File: src/rtl/ula_sequencer.sv
// Initiator side of the ULA interface: accepts NRISC register-register instructions,
// issues operands to an external clocked ULA and writes the result back to a 4-entry register file.
module ula_sequencer #(
    parameter int WIDTH     = 8,
    parameter bit REG0_ZERO = 1'b1
) (
    input  logic             c,
    input  logic             rst,
    input  logic             instr_valid,
    output logic             instr_ready,
    input  logic [7:0]       instr,
    input  logic             wr_en,
    input  logic [1:0]       wr_addr,
    input  logic [WIDTH-1:0] wr_data,
    input  logic [1:0]       dbg_addr,
    output logic [WIDTH-1:0] dbg_data,
    output logic [WIDTH-1:0] ula_a,
    output logic [WIDTH-1:0] ula_b,
    output logic [1:0]       ula_op,
    input  logic [WIDTH-1:0] ula_result,
    input  logic             ula_zero,
    output logic             done,
    output logic             zero_flag
);

    typedef enum logic [1:0] {
        IDLE  = 2'd0,
        ISSUE = 2'd1,
        WAIT  = 2'd2,
        DONE  = 2'd3
    } state_t;

    state_t           state, state_next;
    logic [WIDTH-1:0] regs [4];
    logic [1:0]       rd_q;

    logic [1:0]       op_in, rd_in, rs_in, rt_in;
    logic             ext_wr;
    logic [WIDTH-1:0] opnd_a, opnd_b;

    assign op_in = instr[7:6];
    assign rd_in = instr[5:4];
    assign rs_in = instr[3:2];
    assign rt_in = instr[1:0];

    assign ext_wr      = wr_en && (state == IDLE);
    assign instr_ready = (state == IDLE);
    assign done        = (state == DONE);

    // Operands forward a same-cycle external write so the instruction sees the new value
    always_comb begin
        opnd_a = regs[rs_in];
        opnd_b = regs[rt_in];
        if (ext_wr && (wr_addr == rs_in)) opnd_a = wr_data;
        if (ext_wr && (wr_addr == rt_in)) opnd_b = wr_data;
        if (REG0_ZERO && (rs_in == 2'd0)) opnd_a = '0;
        if (REG0_ZERO && (rt_in == 2'd0)) opnd_b = '0;
    end

    always_comb begin
        dbg_data = regs[dbg_addr];
        if (REG0_ZERO && (dbg_addr == 2'd0)) dbg_data = '0;
    end

    always_comb begin
        state_next = state;
        case (state)
            IDLE:    if (instr_valid) state_next = ISSUE;
            ISSUE:   state_next = WAIT;
            WAIT:    state_next = DONE;
            DONE:    state_next = IDLE;
            default: state_next = IDLE;
        endcase
    end

    always_ff @(posedge c) begin
        if (rst) begin
            state <= IDLE;
        end else begin
            state <= state_next;
        end
    end

    // Operand registers only load on accept and otherwise hold their last values
    always_ff @(posedge c) begin
        if (rst) begin
            ula_a <= '0;
            ula_b <= '0;
            ula_op <= 2'b00;
            rd_q <= 2'd0;
        end else if ((state == IDLE) && instr_valid) begin
            ula_a <= opnd_a;
            ula_b <= opnd_b;
            ula_op <= op_in;
            rd_q <= rd_in;
        end
    end

    // External writes occur only in IDLE and writeback only in WAIT, so they never collide
    always_ff @(posedge c) begin
        if (rst) begin
            for (int i = 0; i < 4; i++) regs[i] <= '0;
            zero_flag <= 1'b0;
        end else begin
            if (ext_wr && !(REG0_ZERO && (wr_addr == 2'd0))) begin
                regs[wr_addr] <= wr_data;
            end
            if (state == WAIT) begin
                if (!(REG0_ZERO && (rd_q == 2'd0))) regs[rd_q] <= ula_result;
                zero_flag <= ula_zero;
            end
        end
    end

endmodule

File: config.mk
export PLATFORM = sky130hd
export DESIGN_NAME = ula_sequencer
export DESIGN_NICKNAME = d
export VERILOG_FILES = /design/src/rtl/ula_sequencer.sv
export SDC_FILE = /design/constraint.sdc
export NUM_CORES = 1
export LEC_CHECK = 0
export CAP_MARGIN = 20
export CORE_ASPECT_RATIO = 2
export CORE_MARGIN = 3
export CORE_UTILIZATION = 55
export DETAILED_ROUTE_END_ITERATION = 8
export HOLD_SLACK_MARGIN = 0.06
export PLACE_DENSITY = 0.9
export SYNTH_ARGS = -nofsm -noshare
export SYNTH_HDL_FRONTEND = slang
export SYNTH_SLANG_ARGS = --single-unit
File: constraint.sdc
create_clock -name c -period 4.05 [get_ports c]
set_input_delay 0.405 -clock c [delete_from_list [all_inputs] [get_ports c]]
set_output_delay 0.405 -clock c [all_outputs]
set_load 0.02 [all_outputs]
* After elaboration in Yosys (flattened, before gate mapping) *
Memories as Yosys holds them, arrays and structs flattened.
Index checks and enable logic that the tools add are counted.
W data, S select, Z words.

word-level totals
  bits in registers = 23
  latch bits = 0
  RAM bits = 32
  memory bits (read-only) = 0
  output and inout port bits = 29
  word-level logic and storage cells = 49
  memories kept = 1

memories
  memory  depth  width  read ports  clocked after memory_dff  wr ports  line  text
  regs    4      8      3           0                         4         34    logic [WIDTH-1:0] regs [4];

operators by class
  $add $sub $neg = 0
  multiply operators = 0
  div/mod/pow operators = 0
  order comparisons = 0
  eq/ne operators = 6
  shift operators = 0
  muxes and demuxes = 22
  bitwise logic cells = 0
  reductions and logical operators = 14

operators with widths
  cell                  number
  $mux W8               7
  $reduce_or A8 Y1      2
  $logic_not A2 Y1      6
  $mux W1               11
  $pmux W2 S4           1
  $mux W2               3
  $logic_and A1 B1 Y1   5
  $eq A2 B2 Y1          2
  $eq A2 B2 Y1 const B  2
  $eq A2 B1 Y1 const B  1
  $ne A2 B2 Y1 const B  1
  $logic_not A1 Y1      1

* Depth between registers and ports, before layout *
Gate-level depths: netlist of the first run.

  depth after elaboration = 9
  gate-level depth with buffers = 7
  depth with buffers taken out = 6

* Worst setup path after synthesis of the first run *
Ideal clock, no wire load.

  path type = reg-to-reg
  from = register state[0]
  to = memory regs[2][0], enable pin
  setup time = 0.384 ns
  data arrival time = 1.785 ns
  data required time = 3.666 ns
  path slack = 1.881 ns
  stages on the path, launching flop included = 8
  buffers on the path = 1
  clock period less this slack = 2.169 ns
  path through = dfxtp_1 inv_1 ha_1 buf_4 nand2_4 nor2b_1 nand2_1 o21ai_0

RTL lines
  item                    line  text
  from (decl)             33    state_t state, state_next;
  from (signal assigned)  80    state <= state_next;
  to (decl)               34

* Worst setup path after layout of the first run *
  from = input dbg_addr[1]
  to = output dbg_data[1]

on the way
  cells in the longest elaborated chain, start to end = 2

ends and longest elaborated chain
  item                                               line  text
  from (decl)                                        15    input logic [1:0] dbg_addr,
  $mem_v2 Z4 W8 or $logic_not A2 Y1 (tied branches)  -
  $mux W8 (*)                                        62    if (REG0_ZERO && (dbg_addr == 2'd0)) dbg_data = '0;
  to (decl)                                          16    output logic [WIDTH-1:0] dbg_data,

Mark *: on every way between the ends. The rest lies on a longest branch, timed or not.

==> results_dict.tcl, run 1 <==
set metrics [dict create \
    yosys.area_share.adder_pct 1.26 \
    place_congestion 0.929 \
    grt_setup_unrepaired "no" \
    min_path_type "reg -> reg" \
    worstMarginPinSlew_ps 969 \
    synth-xor-area-share_pct 1.17 \
    cp.required_ps 3640 \
    synthMuxAreaShare_pct 21.1 \
    synth_compound_area_share_pct 14.1 \
    ctsHoldBuffers 0 \
    synth.avg_cell_area_um2 11.5 \
    rows 37 \
    final_cell_mix "clkdlybuf4s50_1 (61), nand2_1 (39), edfxtp_1 (32)" \
    layout_commonest_cell "clkdlybuf4s50_1" \
    viasPerCell 6.13 \
    ys_warn_count 0 \
    cp_data_arrival_time_ps 2680 \
    cts_setup_buffers 0 \
    antenna_cells 0 \
    dr_wl_met3_um 403 \
    synth_area_leaders "edfxtp_1 (32%), dfxtp_1 (15%), mux4_2 (12%), mux2i_1 (6.0%), nand2_1 (4.9%)" \
    fmax_mhz 324 \
    slowest_delay_ps 740 \
    totalWireLength_um 7250 \
    area_growth_pct 26.6 \
    cts_root_buf "clkbuf_8" \
    hold_slack_ps 449 \
    clock_skew_ps 3.79 \
    start_kind "input port" \
    io_buffers 61 \
    cts.sinks 55 \
    cts_made_buffers 5 \
    die_y_um 110 \
    vias 2340 \
    synthSimpleGateAreaFrac_pct 11.2 \
    clock_latency_ps 310 \
    period_needed_ps 3090 \
    status "completed" \
    crit_top_cell "clkdlybuf4s50_1" \
    grtUsageTotal_pct 24.9 \
    leakage_nw 1.34 \
    yosysSeqAreaShare_pct 47.6 \
    setup_viol 0 \
    synth_top_family_by_area "multiplexers" \
    num-nets-final 359 \
    ys_types 33 \
    grt_pass1_wl_um 11700 \
    drive_gt1_share_pct 13.6 \
    route.detailed.wl_per_inst_um 19.0 \
    synthesis.area_um2 2990 \
    wl_met2_um 4170 \
    clk_path_buf_depth 2 \
    m1WireLength_um 2390 \
    crit_slowest_cell "clkdlybuf4s50_1" \
    end_kind "primary output" \
    dp_cells 374 \
    powerDensity_nw_per_um2 464 \
    top_layer "met4" \
    drv_slew 0 \
    synth_seq_cells 55 \
    maxCapViolCount 0 \
    path_clk_slew_ps 90 \
    dpl.hpwl_um 5550 \
    path_class "in -> out" \
    die_area_um2 6400 \
    cts_max_level 2 \
    hold_violations 0 \
    drtAntennaViolNets 0 \
    finalSetupTns_ps 0 \
    grt_pass1_vias 2442 \
    slew_headroom_pct 35.1 \
    grt_max_degree 17 \
    instances_no_fill 382 \
    drt_pass1_iterations 4 \
    cts_tree "built" \
    post-route-period-util_pct 76.3 \
    path_cells "clkdlybuf4s50_1, nor2b_1, a22o_1, clkdlybuf4s50_1" \
    drt_iter0_markers 92 \
    yosysTopAreaCellShare_pct 32.2 \
    die_w_um 58.1 \
    critPathMaxFanout 9 \
    antenna_found_initial 0 \
    yosys.area.top_type "edfxtp_1" \
    route.detailed.drc 0 \
    core_um2 5180 \
    synth_cells 259 \
    cts_resized 0 \
    start_util_pct 57.6 \
    cp_top_family "buffers and inverters" \
    ir_drop_mv 0.408 \
    cp.buffers_inverters 2 \
    io_pins 62 \
    grt_overflow_total 0 \
]
==> cell usage after synthesis <==
cell      instances
nand2_1          39
edfxtp_1         32
a21oi_1          29
dfxtp_1          23
o21ai_1          19
mux2i_1          18
a22o_1           16
mux4_2           16
clkbuf_1          9
mux2_2            8
nor2_1            7
inv_1             5
nand3_1           4
xor2_1            4
buf_2             3
ha_1              3
nand2_4           3
a31oi_1           2
buf_6             2
nor2b_1           2
nor3_4            2
o21ai_0           2
a211oi_1          1
a311o_1           1
buf_4             1
clkbuf_2          1
conb_1            1
nand2b_1          1
nor2_2            1
nor3_1            1
nor3b_2           1
nor4b_4           1
nor4bb_1          1
==> layout make-up <==
type | count | area, um^2
Fill cell | 363 | 1400
Clock buffer | 6 | 72.6
Sequential cell | 55 | 1420
Inverter | 5 | 18.8
Tap cell | 58 | 72.6
Clock inverter | 2 | 60.1
Timing Repair Buffer | 66 | 648
Multi-Input combinational cell | 190 | 1490
==> state kept, by name, summed over array words and instances, names as in the netlist <==
| signal | cells |
|---|---|
| ula_op | 2 |
| zero_flag | 1 |
| rd_q | 2 |
| regs | 32 |
| ula_b | 8 |
| state | 2 |
| ula_a | 8 |
==> logic make-up after synthesis <==
| logic type | Yosys count |
|---|---|
| compound gates | 70 |
| xor+xnor | 4 |
| fa+ha+maj | 3 |
| buf+inv | 21 |
| flops | 55 |
| mux | 42 |
| other cells | 1 |
| simple gates | 63 |
==> through the flow <==
step	cell area (um^2)	util (%)	total power [mW]	setup WS (ps)
final	3780	72.9	1.76	960
after global routing	3780	72.9	1.84	888
after CTS	3780	72.9	1.77	954
after detailed placement	3650	70.4	1.34	955
after global placement	3650	70.4	1.32	1030
after floorplan	3010	-	1.13	1880
==> path summary, 6_finish.rpt <==
check                                            from                       end  slack (ps)  cells past startpoint
worst max-delay path                      dbg_addr[1]               dbg_data[1]         960                      4
worst min-delay path            ula_b[7]$_SDFFE_PP0P_     ula_b[7]$_SDFFE_PP0P_         450                      2
worst max register to register  state[0]$_SDFFE_PP0P_  regs[2][3]$_SDFFCE_PN0P_        1830                      6
worst min register to register  ula_b[7]$_SDFFE_PP0P_     ula_b[7]$_SDFFE_PP0P_         450                      2
==> per-layer routing <==
metal,track usage (%),vias to the layer above
li1,-,1092
met1,24.3,1127
met2,45.9,98
met3,5.13,23
met4,15.6,0
met5,0,-
==> worst reg2reg max path: stages, from the launching register on <==
cell     delay (ps)
dfxtp_1         340
inv_1            80
ha_1            410
nand2_4         160
nor4b_4         690
nand2_4         180
a21oi_1         210
==> power breakdown <==
part | switching (mW) | internal (mW)
clock network | 0.176 | 0.247
logic | 0.314 | 0.273
registers | 0.0592 | 0.687
total | 0.549 | 1.21
Note: power is estimated with default switching activity, not from simulation.
==> run 2: changes to the inputs <==
--- a/config.mk
+++ b/config.mk
@@ -8,10 +8,10 @@
 export CAP_MARGIN = 20
 export CORE_ASPECT_RATIO = 2
 export CORE_MARGIN = 3
-export CORE_UTILIZATION = 55
+export CORE_UTILIZATION = 51
 export DETAILED_ROUTE_END_ITERATION = 8
 export HOLD_SLACK_MARGIN = 0.06
-export PLACE_DENSITY = 0.9
+export PLACE_DENSITY = 0.85
 export SYNTH_ARGS = -nofsm -noshare
 export SYNTH_HDL_FRONTEND = slang
 export SYNTH_SLANG_ARGS = --single-unit
==> constraint.sdc (replaced) <==
create_clock -name c -period 3.1 [get_ports c]
set_input_delay 0.31 -clock c [delete_from_list [all_inputs] [get_ports c]]
set_output_delay 0.31 -clock c [all_outputs]
set_load 0.02 [all_outputs]
==> run 2 against run 1 <==
Net effect:
- combinational power up 32%
- sequential power up 31%
- routed wire length up 0.58%
- register-to-register slack worse by 950 ps
- highest routed layer unchanged
- hold slack about the same
- largest power group unchanged
==> results_dict.tcl, run 2 (synthesis results as in run 1) <==
set metrics [dict create \
    status "completed" \
    ctsHoldBuffers 0 \
    hold_violations 0 \
    antenna_found_initial 0 \
    grt_pass1_vias 2430 \
    place_congestion 0.908 \
    end_kind "primary output" \
    hold_slack_ps 449 \
    cp_data_arrival_time_ps 2270 \
    io_pins 62 \
    grt_max_degree 18 \
    final_area_um2 3800 \
    setup_viol 0 \
    clock_skew_ps 7.04 \
    multi_input_area_um2 1490 \
    area_growth_pct 27.1 \
    num-nets-final 365 \
    core_um2 5560 \
    final_util_pct 68.2 \
    route.detailed.wl_per_inst_um 18.7 \
    die_y_um 114 \
    period_needed_ps 2580 \
    dpl_cell_area_um2 3700 \
    cts_root_buf "clkbuf_8" \
    slew_headroom_pct 31.5 \
    dpl.hpwl_um 5770 \
    place_ws_ps 507 \
    leakage_nw 1.35 \
    start_util_pct 53.7 \
    largest_register "regs" \
    route.detailed.drc 0 \
    antenna_cells 0 \
    post-route-period-util_pct 83.1 \
    seq_area_um2 1420 \
    cts_resized 0 \
    cts_tree "built" \
    drv_slew 0 \
    cts_setup_buffers 0 \
    ir_drop_mv 0.488 \
    drt_iter0_markers 90 \
    powerDensity_nw_per_um2 574 \
    worstMarginPinSlew_ps 1020 \
    cts_max_level 2 \
    start_kind "input port" \
    finalSetupTns_ps 0 \
    grt_pass1_wl_um 11700 \
    final_cell_mix "clkdlybuf4s50_1 (61), nand2_1 (39), edfxtp_1 (32)" \
    path_clk_slew_ps 90 \
    viasPerCell 6.06 \
    totalWireLength_um 7290 \
    reg2reg_slack_ps 880 \
    vias 2362 \
    rows 38 \
    cts.sinks 55 \
    grtUsageTotal_pct 23.3 \
    cp.required_ps 2790 \
    clk_path_buf_depth 2 \
    grt_setup_unrepaired "no" \
    layout_commonest_cell "clkdlybuf4s50_1" \
    fmax_mhz 388 \
    nFillCells 414 \
    io_buffers 61 \
    cts_made_buffers 5 \
    drt_pass1_iterations 5 \
    min_path_type "reg -> reg" \
    critPathMaxFanout 9 \
    reg2reg_depth 5 \
    drtAntennaViolNets 0 \
    die_area_um2 6870 \
    path_class "in -> out" \
    grt_overflow_total 0 \
    largest_reg_flops 32 \
    drive_gt1_share_pct 15.5 \
    setup_ws_ps 524 \
    maxCapViolCount 0 \
    hold_depth 2 \
    clock_latency_ps 320 \
    die_w_um 60.1 \
    largestRegisters "regs: 32 flops, ula_a: 8 flops, ula_b: 8 flops" \
]
-- run 2: per-layer routing --
layer  up-vias  part of all wire (%)  GRT usage (%)
met5         -                     0              0
met4         0                   3.7           11.8
met2       101                    57           41.2
li1       1103                     -              -
met3        26                   5.0           4.97
met1      1132                    34           24.7
-- run 2: worst max-delay path: stages --
cell	delay, ps
clkdlybuf4s50_1	780
nor2b_1	200
buf_4	190
a22o_1	170
clkdlybuf4s50_1	610
-- run 2: area by class of cell --
class | count | share of cell area (%)
Clock buffer | 6 | 2.18
Clock inverter | 2 | 0.428
Multi-Input combinational cell | 190 | 39.2
Inverter | 5 | 0.494
Timing Repair Buffer | 72 | 18.3
Sequential cell | 55 | 37.4
Tap cell | 60 | 1.98
-- run 2: worst paths after layout --
kind                         start                  endpoint
max                    dbg_addr[1]               dbg_data[3]
min          ula_b[6]$_SDFFE_PP0P_     ula_b[6]$_SDFFE_PP0P_
max reg2reg  state[0]$_SDFFE_PP0P_  regs[1][7]$_SDFFCE_PN0P_
min reg2reg  ula_b[6]$_SDFFE_PP0P_     ula_b[6]$_SDFFE_PP0P_
-- run 2: through the flow --
| step | cells | power (mW) |
|---|---|---|
| 2_1_floorplan | 266 | 1.48 |
| 3_3_place_gp | 382 | 1.74 |
| 3_5_place_dp | 382 | 1.77 |
| 4_1_cts | 390 | 2.19 |
| 5_1_grt | 390 | 2.28 |
| 6_report | 390 | 2.18 |
-- run 2: power by group --
part	leakage (nW)	switching, mW	internal (mW)	total [mW]
registers	0.516	0.0793	0.898	0.977
logic	0.786	0.412	0.363	0.775
clock network	0.0474	0.243	0.183	0.425
total	1.35	0.734	1.44	2.18
